--- src/rtl/alu_pipe_core.sv ---
// alu_pipe_core: registered ALU stage with valid/ready handshakes; define ALU_MUL_EN for the multi-cycle shift-add multiplier
module alu_pipe_core #(
  parameter int DATA_WIDTH = 32,
  parameter int LUI_SHIFT  = 12
) (
  input  logic                  clk,
  input  logic                  rst_n,
  input  logic                  in_valid,
  output logic                  in_ready,
  input  logic [3:0]            op,
  input  logic [DATA_WIDTH-1:0] a,
  input  logic [DATA_WIDTH-1:0] b,
  output logic                  out_valid,
  input  logic                  out_ready,
  output logic [DATA_WIDTH-1:0] result,
  output logic [3:0]            flags,
  output logic                  illegal,
  output logic                  busy
);
  localparam int W = DATA_WIDTH;
  logic          sub, cin, cout, ovf, arith, bad_op, out_free, accept, is_mul, mul_load;
  logic [W-1:0]  bb, p0, g, p, sum, alu_res, mul_res;
  logic [3:0]    alu_flags;
  assign out_free = ~out_valid | out_ready;
  assign accept   = in_valid & in_ready;
  assign sub      = op == 4'd4;
  assign cin      = sub;
  assign bb       = sub ? ~b : b;
  assign p0       = a ^ bb;
  // Kogge-Stone carry lookahead shared by ADD and SUB; carry-in folded into bit 0 generate
  always_comb begin
    g = (a & bb) | {{(W-1){1'b0}}, p0[0] & cin};
    p = p0;
    for (int s = 1; s < W; s = s * 2) begin
      g = g | (p & (g << s));
      p = p & ((p << s) | ((W'(1) << s) - W'(1)));
    end
  end
  assign sum   = p0 ^ {g[W-2:0], cin};
  assign cout  = g[W-1];
  assign ovf   = (a[W-1] == bb[W-1]) & (sum[W-1] != a[W-1]);
  assign arith = (op == 4'd3) | sub;
  // Single-cycle op select; unsupported opcodes fall through to zero
  always_comb begin
    alu_res   = op == 4'd0 ? a & b :
                op == 4'd1 ? a | b :
                op == 4'd2 ? a ^ b :
                arith      ? sum :
                op == 4'd5 ? b << LUI_SHIFT :
                op == 4'd6 ? {{(W-1){1'b0}}, $signed(a) < $signed(b)} :
                op == 4'd7 ? {{(W-1){1'b0}}, a < b} : '0;
    alu_flags = {alu_res[W-1], alu_res == '0, arith & cout, arith & ovf};
  end
`ifdef ALU_MUL_EN
  typedef enum logic [1:0] {IDLE, MUL, DONE} state_t;
  localparam int CW = $clog2(W);
  state_t        state, state_nx;
  logic [W-1:0]  acc, mcand, mplier;
  logic [CW-1:0] cnt;
  assign is_mul   = op == 4'd8;
  assign bad_op   = op > 4'd8;
  assign in_ready = (state == IDLE) & out_free;
  assign busy     = state != IDLE;
  assign mul_load = (state == DONE) & out_free;
  assign mul_res  = acc;
  // Multiplier state register; reset aborts any multiply in flight
  always_ff @(posedge clk) begin
    if (!rst_n) state <= IDLE;
    else state <= state_nx;
  end
  // Next state: one multiplier bit per cycle, then hold in DONE until the output register frees
  always_comb begin
    state_nx = state;
    state_nx = state == IDLE ? (accept & is_mul ? MUL : IDLE) :
               state == MUL  ? (cnt == CW'(W-1) ? DONE : MUL) :
                               (out_free ? IDLE : DONE);
  end
  // Shift-add datapath: multiplicand shifts left, multiplier shifts right
  always_ff @(posedge clk) begin
    if (accept & is_mul) begin
      acc    <= '0;
      mcand  <= a;
      mplier <= b;
      cnt    <= '0;
    end else if (state == MUL) begin
      acc    <= acc + (mplier[0] ? mcand : '0);
      mcand  <= mcand << 1;
      mplier <= mplier >> 1;
      cnt    <= cnt + 1'b1;
    end
  end
`else
  assign is_mul   = 1'b0;
  assign bad_op   = op > 4'd7;
  assign in_ready = out_free;
  assign busy     = 1'b0;
  assign mul_load = 1'b0;
  assign mul_res  = '0;
`endif
  // Output register: product load, new ALU result, or drain
  always_ff @(posedge clk) begin
    if (!rst_n) begin
      out_valid <= 1'b0;
      result    <= '0;
      flags     <= '0;
      illegal   <= 1'b0;
    end else if (mul_load) begin
      out_valid <= 1'b1;
      result    <= mul_res;
      flags     <= {mul_res[W-1], mul_res == '0, 2'b00};
      illegal   <= 1'b0;
    end else if (accept & ~is_mul) begin
      out_valid <= 1'b1;
      result    <= alu_res;
      flags     <= alu_flags;
      illegal   <= bad_op;
    end else if (out_ready) begin
      out_valid <= 1'b0;
    end
  end
endmodule

--- config.mk ---
export PLATFORM = sky130hd
export DESIGN_NAME = alu_pipe_core
export DESIGN_NICKNAME = d
export VERILOG_FILES = /design/src/rtl/alu_pipe_core.sv
export SDC_FILE = /design/constraint.sdc
export NUM_CORES = 1
export LEC_CHECK = 0
export ABC_AREA = 1
export ABC_CLOCK_PERIOD_IN_PS = 9600
export CAP_MARGIN = 20
export CORE_UTILIZATION = 60
export DETAILED_ROUTE_END_ITERATION = 7
export HOLD_SLACK_MARGIN = 0.1
export PLACE_DENSITY = 0.9
export SLEW_MARGIN = 20
export SYNTH_ARGS = -nofsm -noshare
export SYNTH_HDL_FRONTEND = slang
export SYNTH_SLANG_ARGS = --single-unit
--- constraint.sdc ---
create_clock -name clk -period 9.6 [get_ports clk]
set_input_delay 2.88 -clock clk [delete_from_list [all_inputs] [get_ports clk]]
set_output_delay 2.88 -clock clk [all_outputs]
set_load 0.01 [all_outputs]
==> flow_summary.yaml, run 1 <==
run_status:
  status: "finished clean"
floorplan:
  fp.dieH_um: 108
  io_pins: 112
  die_w_um: 108
  num_rows: 38
  start_util: 0.622
  core-area_sq_um: 10900
  dieArea_sq_um: 11800
clocking:
  cts_hold_buf: 0
  cts.sinks: 37
  htree_levels: 2
  path_clk_slew_ns: 0.05
  cts_tree: "done"
  insertion_delay_ns: 0.27
  cts.path.max_buffers: 2
  cts_setup_buffers: 0
  clock_tree.root_cell: "clkbuf_16"
  numCtsBuffers: 5
  ctsResizeCount: 0
synthesis:
  yosysWarnings: 0
  async_flop_share: 0
  seq_area_frac_synth: 0.109
  synth_flop_cell: "dfxtp_1"
  synth_edf_count: 0
  syn_inst: 1142
  synth_nets: 1348
  syn-cell-area_sq_um: 6800
  avgSynthCellArea_sq_um: 5.96
  ys_types: 41
  synth-seq-cells: 37
critical_path:
  crit_type: "primary input to register"
  worstReg2RegStart: "out_valid"
  start_kind: "primary input"
  crit_path_max_incr_delay_ns: 0.88
  crit_chain: "clkdlybuf4s50_1 > nor3_4 > xor2_1 > fa_1 > inv_1 > nand3_1 > nand3_1 > nand2_1 > nand2_1 > nand2_1 > nand3_1 > nand2_1 > nor2_1 > nand2_1 > nor2_1 > nand3_1 > nor2_1 > nand3_1 > nor2_1 > nand4_1 > a21oi_1"
  path_buf_inv: 2
  critical_path.top_delay_family: "simple AND/OR/NAND/NOR gates"
  arrival_ns: 7.13
  crit_start: "op[1]"
  cp_max_fo: 15
  cp.required_ns: 9.80
  cp-end-kind: "register"
  critPathSlowestCell: "nor3_4"
final_layout:
  postLayoutCellArea_sq_um: 8130
  drive_above_1_share: 0.0291
  diodes: 0
  nets: 1440
  layout.cells.non_filler: 1375
  nFillCells: 898
  area_growth_pct: 19.5
worst_hold_path:
  hold_class: "register to register"
  hold_start: "flags[2]"
placement:
  dp.cells: 1367
  routabilityCongestion: 0.998
  place_hpwl_mm: 17.7
  placed_cell_area_sq_um: 7990
  port_buffers: 110
timing:
  finalHoldViolCount: 0
  drv_slew: 0
  min_period_ns: 6.93
  setup_viol: 0
  fin_worst_skew_ns: 0.00370
  post-route-period-util: 0.722
  slew_headroom: 0.331
  fmax_mhz: 144
  worst_pin_slew_ns: 1.00
  setup_tns_ns: 0
  rsz0062_at_grt: "no"
power:
  combPwrFrac: 0.551
  ir_drop_v: 0.000170
  p_sw_w: 0.000312
  p_total_w: 0.000725
  powerDensity_nw_per_um2: 89.2
  switching_share: 0.430
  p_int_w: 0.000413
  leakage_nw: 4.45
  clkPwrFrac: 0.211
  pwr-share-seq: 0.238
global_route:
  grt_antenna_before_repair: 0
  track_usage: 0.376
  grt_pass1_vias: 7163
  grt-ovfl-total: 0
  grt_pass1_wl_mm: 34.2
  grt_max_degree: 61
drt:
  finalWirelength_mm: 22.0
  first_pass_iters: 5
  vias_per_cell: 5.65
  vias: 7762
  drc: 0
  drt-wirelength-per-cell_um: 16.0
  ant_nets: 0
  initialDrtViolationCount: 892
run:
  maxCapViolations: 0
[routing by layer]
layer  global-route usage  vias up  wire (um)  share of wire
met2                0.609      409       9550           0.43
li1                     -     3798          -              -
met4                0.147        0        700          0.032
met1                0.493     3494       9470           0.43
met3               0.0651       61       2290           0.10
met5                    0        -          0              0
[power by group through the flow]
stage	logic [W]	registers [W]	clock network [W]
finish	0.000400	0.000172	0.000153
global route	0.000442	0.000173	0.000162
global placement	0.000380	0.000174	0
floorplan	0.000237	0.000180	0
CTS	0.000389	0.000172	0.000155
detailed placement	0.000386	0.000175	0
[synthesized netlist by cell type (all sizes together) (2+ instances only)]
cell type	number	area, sq um
nand2	307	1160
a211oi	3	22.5
o21ai	41	205
dfxtp	37	741
clkbuf	16	60.1
buf	12	66.3
a221oi	8	70.1
a21o	2	15.0
o211ai	14	105
inv	192	721
nor3	16	85.1
nand3	79	400
nand3b	4	30.0
or2	16	100
clkinv	3	11.3
a21boi	5	37.5
o21bai	6	45.0
nor2	125	474
ha	133	1660
a21oi	67	339
a31oi	4	25.0
nand4	11	68.8
xor2	34	298
[worst min-delay path: stages, from the launching register on]
cell     delay (ns)
dfxtp_1        0.31
nand2_1        0.06
a21oi_1        0.06
[stage by stage]
| step | util | hold WS, ns | setup slack (ns) |
|---|---|---|---|
| 4_1_cts | 0.743 | 0.477 | 2.73 |
| 3_3_place_gp | 0.731 | 0.454 | 2.60 |
| 3_5_place_dp | 0.731 | 0.457 | 2.48 |
| 5_1_grt | 0.743 | 0.493 | 2.36 |
| 6_report | 0.743 | 0.480 | 2.67 |
| 2_1_floorplan | - | 0.488 | 3.71 |
[cell families after synthesis]
group,after synthesis,share of synthesized area
simple gates,560,0.343
xor+xnor,34,0.0438
flops,37,0.109
compound gates,153,0.131
other cells,1,0.000551
buf+inv,223,0.126
fa+ha+maj,134,0.248
[area by class of cell]
class                           count  area [sq um]  share of cell area
Multi-Input combinational cell    882          5220               0.642
Timing Repair Buffer              113          1120               0.138
Sequential cell                    37           741              0.0911
Inverter                          195           732              0.0900
Tap cell                          140           175              0.0215
Clock buffer                        6           129              0.0159
Clock inverter                      2          10.0             0.00123
[cells in the final DEF (no fill, tap or decap), types with 3 or more instances in the layout]
cell type | netlist | layout
or2_2 | 15 | 15
nand3_1 | 78 | 78
xor2_1 | 34 | 34
nand2_1 | 304 | 304
clkbuf_16 | 0 | 5
nand2_2 | 3 | 3
a21boi_1 | 4 | 4
nor2_1 | 123 | 122
o21bai_1 | 6 | 6
nor3_1 | 15 | 15
nand4_1 | 11 | 11
a31oi_1 | 4 | 4
ha_1 | 133 | 133
dfxtp_1 | 37 | 37
nand3b_1 | 4 | 4
a21oi_1 | 66 | 66
clkinv_1 | 3 | 3
clkdlybuf4s50_1 | 0 | 110
o211ai_1 | 14 | 14
a221oi_1 | 8 | 8
inv_1 | 190 | 190
a211oi_1 | 3 | 3
o21ai_0 | 40 | 40
buf_4 | 4 | 3
[final timing paths]
| check | end | slack (ns) | depth (start not counted) |
|---|---|---|---|
| min reg2reg | flags[2] | 0.48 | 2 |
| min | flags[2] | 0.48 | 2 |
| max reg2reg | flags[2] | 7.61 | 13 |
| max | flags[2] | 2.67 | 21 |
[state kept, by name (all words and copies together), names as in the netlist]
name       flops
result        31
flags          4
illegal        1
out_valid      1
(Power assumes the default switching activity.)
==> inputs of run 2 (changes only) <==
--- a/config.mk
+++ b/config.mk
@@ -6,12 +6,12 @@
 export NUM_CORES = 1
 export LEC_CHECK = 0
 export ABC_AREA = 1
-export ABC_CLOCK_PERIOD_IN_PS = 9600
+export ABC_CLOCK_PERIOD_IN_PS = 6740
 export CAP_MARGIN = 20
-export CORE_UTILIZATION = 60
+export CORE_UTILIZATION = 56
 export DETAILED_ROUTE_END_ITERATION = 7
 export HOLD_SLACK_MARGIN = 0.1
-export PLACE_DENSITY = 0.9
+export PLACE_DENSITY = 0.85
 export SLEW_MARGIN = 20
 export SYNTH_ARGS = -nofsm -noshare
 export SYNTH_HDL_FRONTEND = slang
==> constraint.sdc (replaced) <==
create_clock -name clk -period 6.74 [get_ports clk]
set_input_delay 2.022 -clock clk [delete_from_list [all_inputs] [get_ports clk]]
set_output_delay 2.022 -clock clk [all_outputs]
set_load 0.01 [all_outputs]
==> flow_summary.yaml, run 2 (synthesis results as in run 1) <==
run_status:
  status: "complete, but fails checks"
  violations: "DRC"
power:
  p_total_w: 0.00105
  powerDensity_nw_per_um2: 128
  ir_drop_v: 0.0000863
  leakage_nw: 4.47
timing:
  setup_tns_ns: 0
  setup_viol: 0
  fin_worst_skew_ns: 0.00350
  drv_slew: 0
  fmax_mhz: 184
  post-route-period-util: 0.806
  rsz0062_at_grt: "no"
  slew_headroom: 0.385
  worst_pin_slew_ns: 0.919
  finalHoldViolCount: 0
  min_period_ns: 5.43
  whs_ns: 0.470
  layout_setup_ws_ns: 1.31
critical_path:
  start_kind: "primary input"
  critical_path.top_delay_family: "simple AND/OR/NAND/NOR gates"
  critPathSlowestCell: "clkdlybuf4s50_1"
  arrival_ns: 5.64
  worst_path_most_repeated_cell: "nand2_1"
  crit_type: "primary input to register"
  path_buf_inv: 3
  crit_path_max_incr_delay_ns: 0.51
  cp-end-kind: "register"
  cp.required_ns: 6.94
  cp_max_fo: 16
final_layout:
  area_growth_pct: 20.2
  drive_above_1_share: 0.0331
  nets: 1444
  mostFrequentLayoutCells: "nand2_1, inv_1, ha_1"
  largest_register: "result"
  layout_commonest_cell: "nand2_1"
  diodes: 0
  final_core_util: 0.704
  largest_register_ffs: 31
  largest_registers: "result: 31 flops, flags: 4 flops"
clocking:
  cts.sinks: 37
  clock_tree.root_cell: "clkbuf_16"
  cts_tree: "done"
  insertion_delay_ns: 0.28
  htree_levels: 2
  cts_setup_buffers: 0
  path_clk_slew_ns: 0.05
  numCtsBuffers: 5
  ctsResizeCount: 0
  cts.path.max_buffers: 2
  cts_hold_buf: 0
placement:
  port_buffers: 110
  place_hpwl_mm: 18.1
  pre_cts_slack_ns: 1.12
  routabilityCongestion: 1.01
drt:
  vias: 7541
  vias_per_cell: 5.46
  drc: 10
  finalWirelength_mm: 21.9
  drt-wirelength-per-cell_um: 15.9
  initialDrtViolationCount: 746
  first_pass_iters: 8
  ant_nets: 0
global_route:
  track_usage: 0.359
  grt_max_degree: 61
  grt_pass1_vias: 7102
  grt_pass1_wl_mm: 35.4
  grt-ovfl-total: 0
  grt_antenna_before_repair: 0
floorplan:
  start_util: 0.586
  die_w_um: 112
  core-area_sq_um: 11600
  fp.dieH_um: 112
  num_rows: 39
  dieArea_sq_um: 12600
  io_pins: 112
run:
  maxCapViolations: 0
worst_hold_path:
  hold_class: "register to register"
[run 2: cell count changes in the layout (fill, tap and decap cells not counted)]
| cell | change |
|---|---|
| clkbuf_1 | -1 |
| clkinv_2 | -1 |
| nor2_4 | -1 |
| buf_4 | +4 |
| clkbuf_8 | +2 |
| nor2_2 | +1 |
[run 2: final cells by class]
type | instances | area [sq um]
Clock inverter | 1 | 5.00
Clock buffer | 7 | 153
Sequential cell | 37 | 741
Multi-Input combinational cell | 882 | 5210
Tap cell | 143 | 179
Fill cell | 1118 | 3440
Inverter | 195 | 732
Timing Repair Buffer | 117 | 1150
[run 2: path summary, 6_finish.rpt]
| check | start | to | slack [ns] | depth (start not counted) |
|---|---|---|---|---|
| max | op[2] | flags[2] | 1.31 | 25 |
| max reg2reg | out_valid | flags[2] | 4.77 | 13 |
| min reg2reg | flags[2] | flags[2] | 0.47 | 2 |
| min | flags[2] | flags[2] | 0.47 | 2 |
[run 2: worst reg2reg max path, stage by stage, from the launching register on]
cell	delay [ns]
dfxtp_1	0.30
nand2_1	0.09
nand2_1	0.27
clkinv_1	0.15
nand2_1	0.06
nor2_1	0.17
nand2_1	0.07
nor2_1	0.09
nand3_1	0.11
nor2_1	0.18
nand3_1	0.09
nor2_1	0.10
nand4_1	0.09
a21oi_1	0.12
[run 2: power breakdown]
group	internal, W	total, W	switching (W)
sequential	0.000236	0.000245	0.00000887
clock	0.000156	0.000239	0.0000825
combinational	0.000217	0.000566	0.000349
total	0.000610	0.00105	0.000440
[run 2: metal layers]
layer	global-route usage	vias to the layer above	part of all wire
met3	0.0421	30	0.085
met5	0	-	0
met1	0.510	3403	0.47
met4	0.100	0	0.018
met2	0.572	301	0.43
li1	-	3807	-
[run 2: through the flow]
| step | std cells | area, sq um |
|---|---|---|
| after CTS | 1382 | 8180 |
| after detailed placement | 1374 | 8020 |
| after global routing | 1382 | 8180 |
| after global placement | 1374 | 8020 |
| final | 1382 | 8180 |
| after floorplan | 1142 | 6800 |
==> inputs of run 3 (changes only) <==
--- a/config.mk
+++ b/config.mk
@@ -6,12 +6,12 @@
 export NUM_CORES = 1
 export LEC_CHECK = 0
 export ABC_AREA = 1
-export ABC_CLOCK_PERIOD_IN_PS = 6740
+export ABC_CLOCK_PERIOD_IN_PS = 4800
 export CAP_MARGIN = 20
-export CORE_UTILIZATION = 56
+export CORE_UTILIZATION = 51
 export DETAILED_ROUTE_END_ITERATION = 7
 export HOLD_SLACK_MARGIN = 0.1
-export PLACE_DENSITY = 0.85
+export PLACE_DENSITY = 0.82
 export SLEW_MARGIN = 20
 export SYNTH_ARGS = -nofsm -noshare
 export SYNTH_HDL_FRONTEND = slang
==> constraint.sdc (replaced) <==
create_clock -name clk -period 4.8 [get_ports clk]
set_input_delay 1.44 -clock clk [delete_from_list [all_inputs] [get_ports clk]]
set_output_delay 1.44 -clock clk [all_outputs]
set_load 0.01 [all_outputs]
==> flow_summary.yaml, run 3 (synthesis results as in run 1) <==
clocking:
  cts.sinks: 37
  numCtsBuffers: 5
  path_clk_slew_ns: 0.05
  cts_tree: "done"
  htree_levels: 2
  cts.path.max_buffers: 2
  insertion_delay_ns: 0.28
  clock_tree.root_cell: "clkbuf_16"
  cts_hold_buf: 0
placement:
  pre_cts_slack_ns: -0.111
  port_buffers: 110
  place_hpwl_mm: 18.4
  routabilityCongestion: 0.983
  placed_cell_area_sq_um: 8510
timing:
  fmax_mhz: 225
  worst_pin_slew_ns: 0.536
  drv_slew: 0
  setup_tns_ns: 0
  setup_viol: 0
  layout_setup_ws_ns: 0.355
  rsz0062_at_grt: "no"
  slew_headroom: 0.642
  finalHoldViolCount: 0
  min_period_ns: 4.44
  fin_worst_skew_ns: 0.00303
  post-route-period-util: 0.926
critical_path:
  r2r_cells: 13
  crit_type: "primary input to register"
  cp.required_ns: 5.01
  path_buf_inv: 7
  crit_chain: "dlymetal6s2s_1 > inv_2 > nand2_2 > nor3_4 > clkbuf_16 > buf_4 > buf_4 > buf_4 > xor2_1 > ha_1 > inv_1 > o21bai_1 > a211oi_1 > nand3b_1 > nand3_1 > nand2_1 > nand2_1 > nand3_1 > nor2_1 > nand4_1 > a21oi_1"
  critPathSlowestCell: "a211oi_1"
  critical_path.top_delay_family: "simple AND/OR/NAND/NOR gates"
  cp-end-kind: "register"
  worst_path_most_repeated_cell: "buf_4"
  crit_cells: 21
  cp_max_fo: 6
  crit_path_max_incr_delay_ns: 0.47
  arrival_ns: 4.65
  start_kind: "primary input"
drt:
  vias: 7874
  drt-wirelength-per-cell_um: 15.4
  vias_per_cell: 5.34
  initialDrtViolationCount: 837
  drc: 0
  finalWirelength_mm: 22.6
  first_pass_iters: 6
  ant_nets: 0
global_route:
  grt_pass1_vias: 6947
  grt_max_degree: 61
  grt_pass1_wl_mm: 35.4
  grt_antenna_before_repair: 0
  track_usage: 0.321
  grt-ovfl-total: 0
final_layout:
  area_growth_pct: 29.1
  nets: 1510
  diodes: 0
  largest_registers: "result: 31 flops, flags: 4 flops"
  drive_above_1_share: 0.0921
  layout_commonest_cell: "nand2_1"
  largest_register_ffs: 31
  postLayoutCellArea_sq_um: 8790
  largest_register: "result"
  mostFrequentLayoutCells: "nand2_1, inv_1, ha_1"
floorplan:
  io_pins: 112
  fp.dieH_um: 118
  dieArea_sq_um: 13800
  core-area_sq_um: 12800
  start_util: 0.531
  die_w_um: 118
  num_rows: 41
worst_hold_path:
  hold_class: "register to register"
  holdPathStages: 2
run:
  maxCapViolations: 0
power:
  ir_drop_v: 0.000139
  leakage_nw: 4.84
  powerDensity_nw_per_um2: 174
run_status:
  status: "finished clean"
-- run 3: metal layers --
| layer | global-route usage | vias to the layer above | wire (um) |
|---|---|---|---|
| met5 | 0 | - | 0 |
| met4 | 0.121 | 0 | 754 |
| met3 | 0.0286 | 52 | 1840 |
| met2 | 0.492 | 326 | 9770 |
| met1 | 0.463 | 3558 | 10300 |
| li1 | - | 3938 | - |
-- run 3: layout make-up --
cell class | count | area, sq um
Timing Repair Buffer | 183 | 1690
Tap cell | 172 | 215
Multi-Input combinational cell | 882 | 5280
Clock inverter | 1 | 5.00
Clock buffer | 5 | 125
Fill cell | 1147 | 4040
Sequential cell | 37 | 741
Inverter | 195 | 732
-- run 3: tightest hold or removal path, stage by stage (launching register included) --
cell and delay, ns:
dfxtp_1 0.31, nand2_1 0.06, a21oi_1 0.05
-- run 3: repair_timing --
action	CTS	global route
resized for setup	0	23
setup endpoints to repair	0	6
buffers inserted	0	5
-- run 3: report_power, final --
| part | total, W | switching (W) | internal [W] |
|---|---|---|---|
| Combinational | 0.000886 | 0.000512 | 0.000375 |
| Sequential | 0.000344 | 0.0000124 | 0.000332 |
| Clock | 0.000295 | 0.000110 | 0.000185 |
-- run 3: metrics by stage --
step           utilization  std cells  total power [W]  hold slack [ns]
2_1_floorplan            -       1142         0.000834            0.488
3_3_place_gp         0.664       1462          0.00119            0.462
3_5_place_dp         0.664       1462          0.00120            0.460
4_1_cts              0.674       1468          0.00150            0.470
5_1_grt              0.685       1475          0.00164            0.487
6_report             0.685       1475          0.00153            0.468
-- run 3: worst paths after layout --
check	start	to	slack (ns)
max	op[3]	flags[2]	0.36
min	flags[1]	flags[1]	0.47
max reg2reg	out_valid	flags[2]	2.89
min reg2reg	flags[1]	flags[1]	0.47
==> RTL edit: new RTL, config.mk and constraints of run 1 <==
Set the parameter `DATA_WIDTH` to 64 (it was 32).
--- a/src/rtl/alu_pipe_core.sv
+++ b/src/rtl/alu_pipe_core.sv
@@ -1,6 +1,6 @@
 // alu_pipe_core: registered ALU stage with valid/ready handshakes; define ALU_MUL_EN for the multi-cycle shift-add multiplier
 module alu_pipe_core #(
-  parameter int DATA_WIDTH = 32,
+  parameter int DATA_WIDTH = 64,
   parameter int LUI_SHIFT  = 12
 ) (
   input  logic                  clk,
Interface: changed (resized a, b and result); port bits go from 112 to 208. No check against the original RTL was run, so the function may have changed too.
==> RTL edit against run 1 <==
Clock skew grew 0.0016 ns; cell count grew 130%; setup slack lost 0.55 ns; power grew 120%; sequential share of layout area shrank 1.3 points; synthesized area grew 120%; non-clock buffer count grew 104; sequential cell count grew 32; fmax shrank 7.4%; wire length grew to 2.9 times the old value; cell area grew 120%; largest power group unchanged.
==> RTL edit: results (changes against run 1) <==
Status
  • Status: completed (unchanged)

Clocking
  • H-Tree Depth: 3 (was 2)
  • Worst skew pair latency: 0.33 ns (was 0.27 ns)

Logic synthesis
  • Syn Nets: 3007 (was 1348)
  • Post-synthesis sequential area ratio: 0.0920 (was 0.109)

Setup path
  • Reg2Reg Depth: 18 (was 13)
  • Reg2reg setup slack: 7.04 ns (was 7.61 ns)
  • WP data arrival: 7.73 ns (was 7.13 ns)
  • Maximum fanout along the worst path: 65 (was 15)
  • Crit. Startpoint: op[0] (was op[1])
  • CP peak stage delay: 0.56 ns (was 0.88 ns)

Global route
  • First-pass GRT wire length: 95900 um (was 34200 um)
  • GR met1 Demand/Resource: 0.519 (was 0.493)
  • Initial antenna violation count: 3 (was 0)
  • Met3 usage: 0.102 (was 0.0651)
  • Met2 usage: 0.791 (was 0.609)
  • Vias in the first global route: 17465 (was 7163)

Placement
  • Final GP Congestion: 1.13 (was 0.998)
  • Port-buffer cells: 206 (was 110)
  • Post-DP HPWL: 50100 um (was 17700 um)
  • Post-Place Cell Area: 0.0173 mm2 (was 0.00799 mm2)
  • Placed insts: 3088 (was 1367)

Route
  • WL met2: 27600 um (was 9550 um)
  • Total Wirelength: 63100 um (was 22000 um)
  • Initial DRC Count: 1982 (was 892)
  • Vias per cell: 5.85 (was 5.65)
  • Wl on met1: 21600 um (was 9470 um)
  • Metal3 WL: 6440 um (was 2290 um)

Power
  • Leak Pwr: 9.69 nW (was 4.45 nW)
  • Peak VDD IR: 94.2 uV (was 170 uV)

STA
  • Max-slew headroom: 0.293 (was 0.331)
  • Clk_skew: 0.00531 ns (was 0.00370 ns)
  • Hold WS: 0.471 ns (was 0.480 ns)

Min path
  • Endpoint, Worst Hold: flags[1]$_SDFFE_PN0P_ (was flags[2]$_SDFFE_PN0P_)
  • Hold path startpoint: flags[1]$_SDFFE_PN0P_ (was flags[2]$_SDFFE_PN0P_)

Cells and area
  • Layout cells sized above 1: 0.0587 (was 0.0291)
## RTL edit: logic make-up (layout without fill, tap and decap cells)
family,after synthesis,count (layout),synth area share
AOI/OAI and AO/OA,295,295,0.110
DFF,69,69,0.0920
buffers and inverters,557,729,0.142
xor gates and xnor gates,66,66,0.0385
other,1,3,0.000250
adders and majority gates,264,264,0.221
and+or+nand+nor,1355,1355,0.397
## RTL edit: cell type report
cell class / instances / area [um2]
Sequential cell: 69 / 1380
Clock buffer: 11 / 233
Tap cell: 324 / 405
Fill cell: 2155 / 6830
Inverter: 497 / 1870
Antenna cell: 2 / 5.00
Timing Repair Buffer: 217 / 2140
Multi-Input combinational cell: 1981 / 11500
Clock inverter: 4 / 73.8
## RTL edit: report_power, final
part           total (mW)  internal [mW]  switching (mW)
logic               0.926          0.324           0.602
clock network       0.350          0.226           0.124
registers           0.322          0.309          0.0125
total                1.60          0.859           0.738
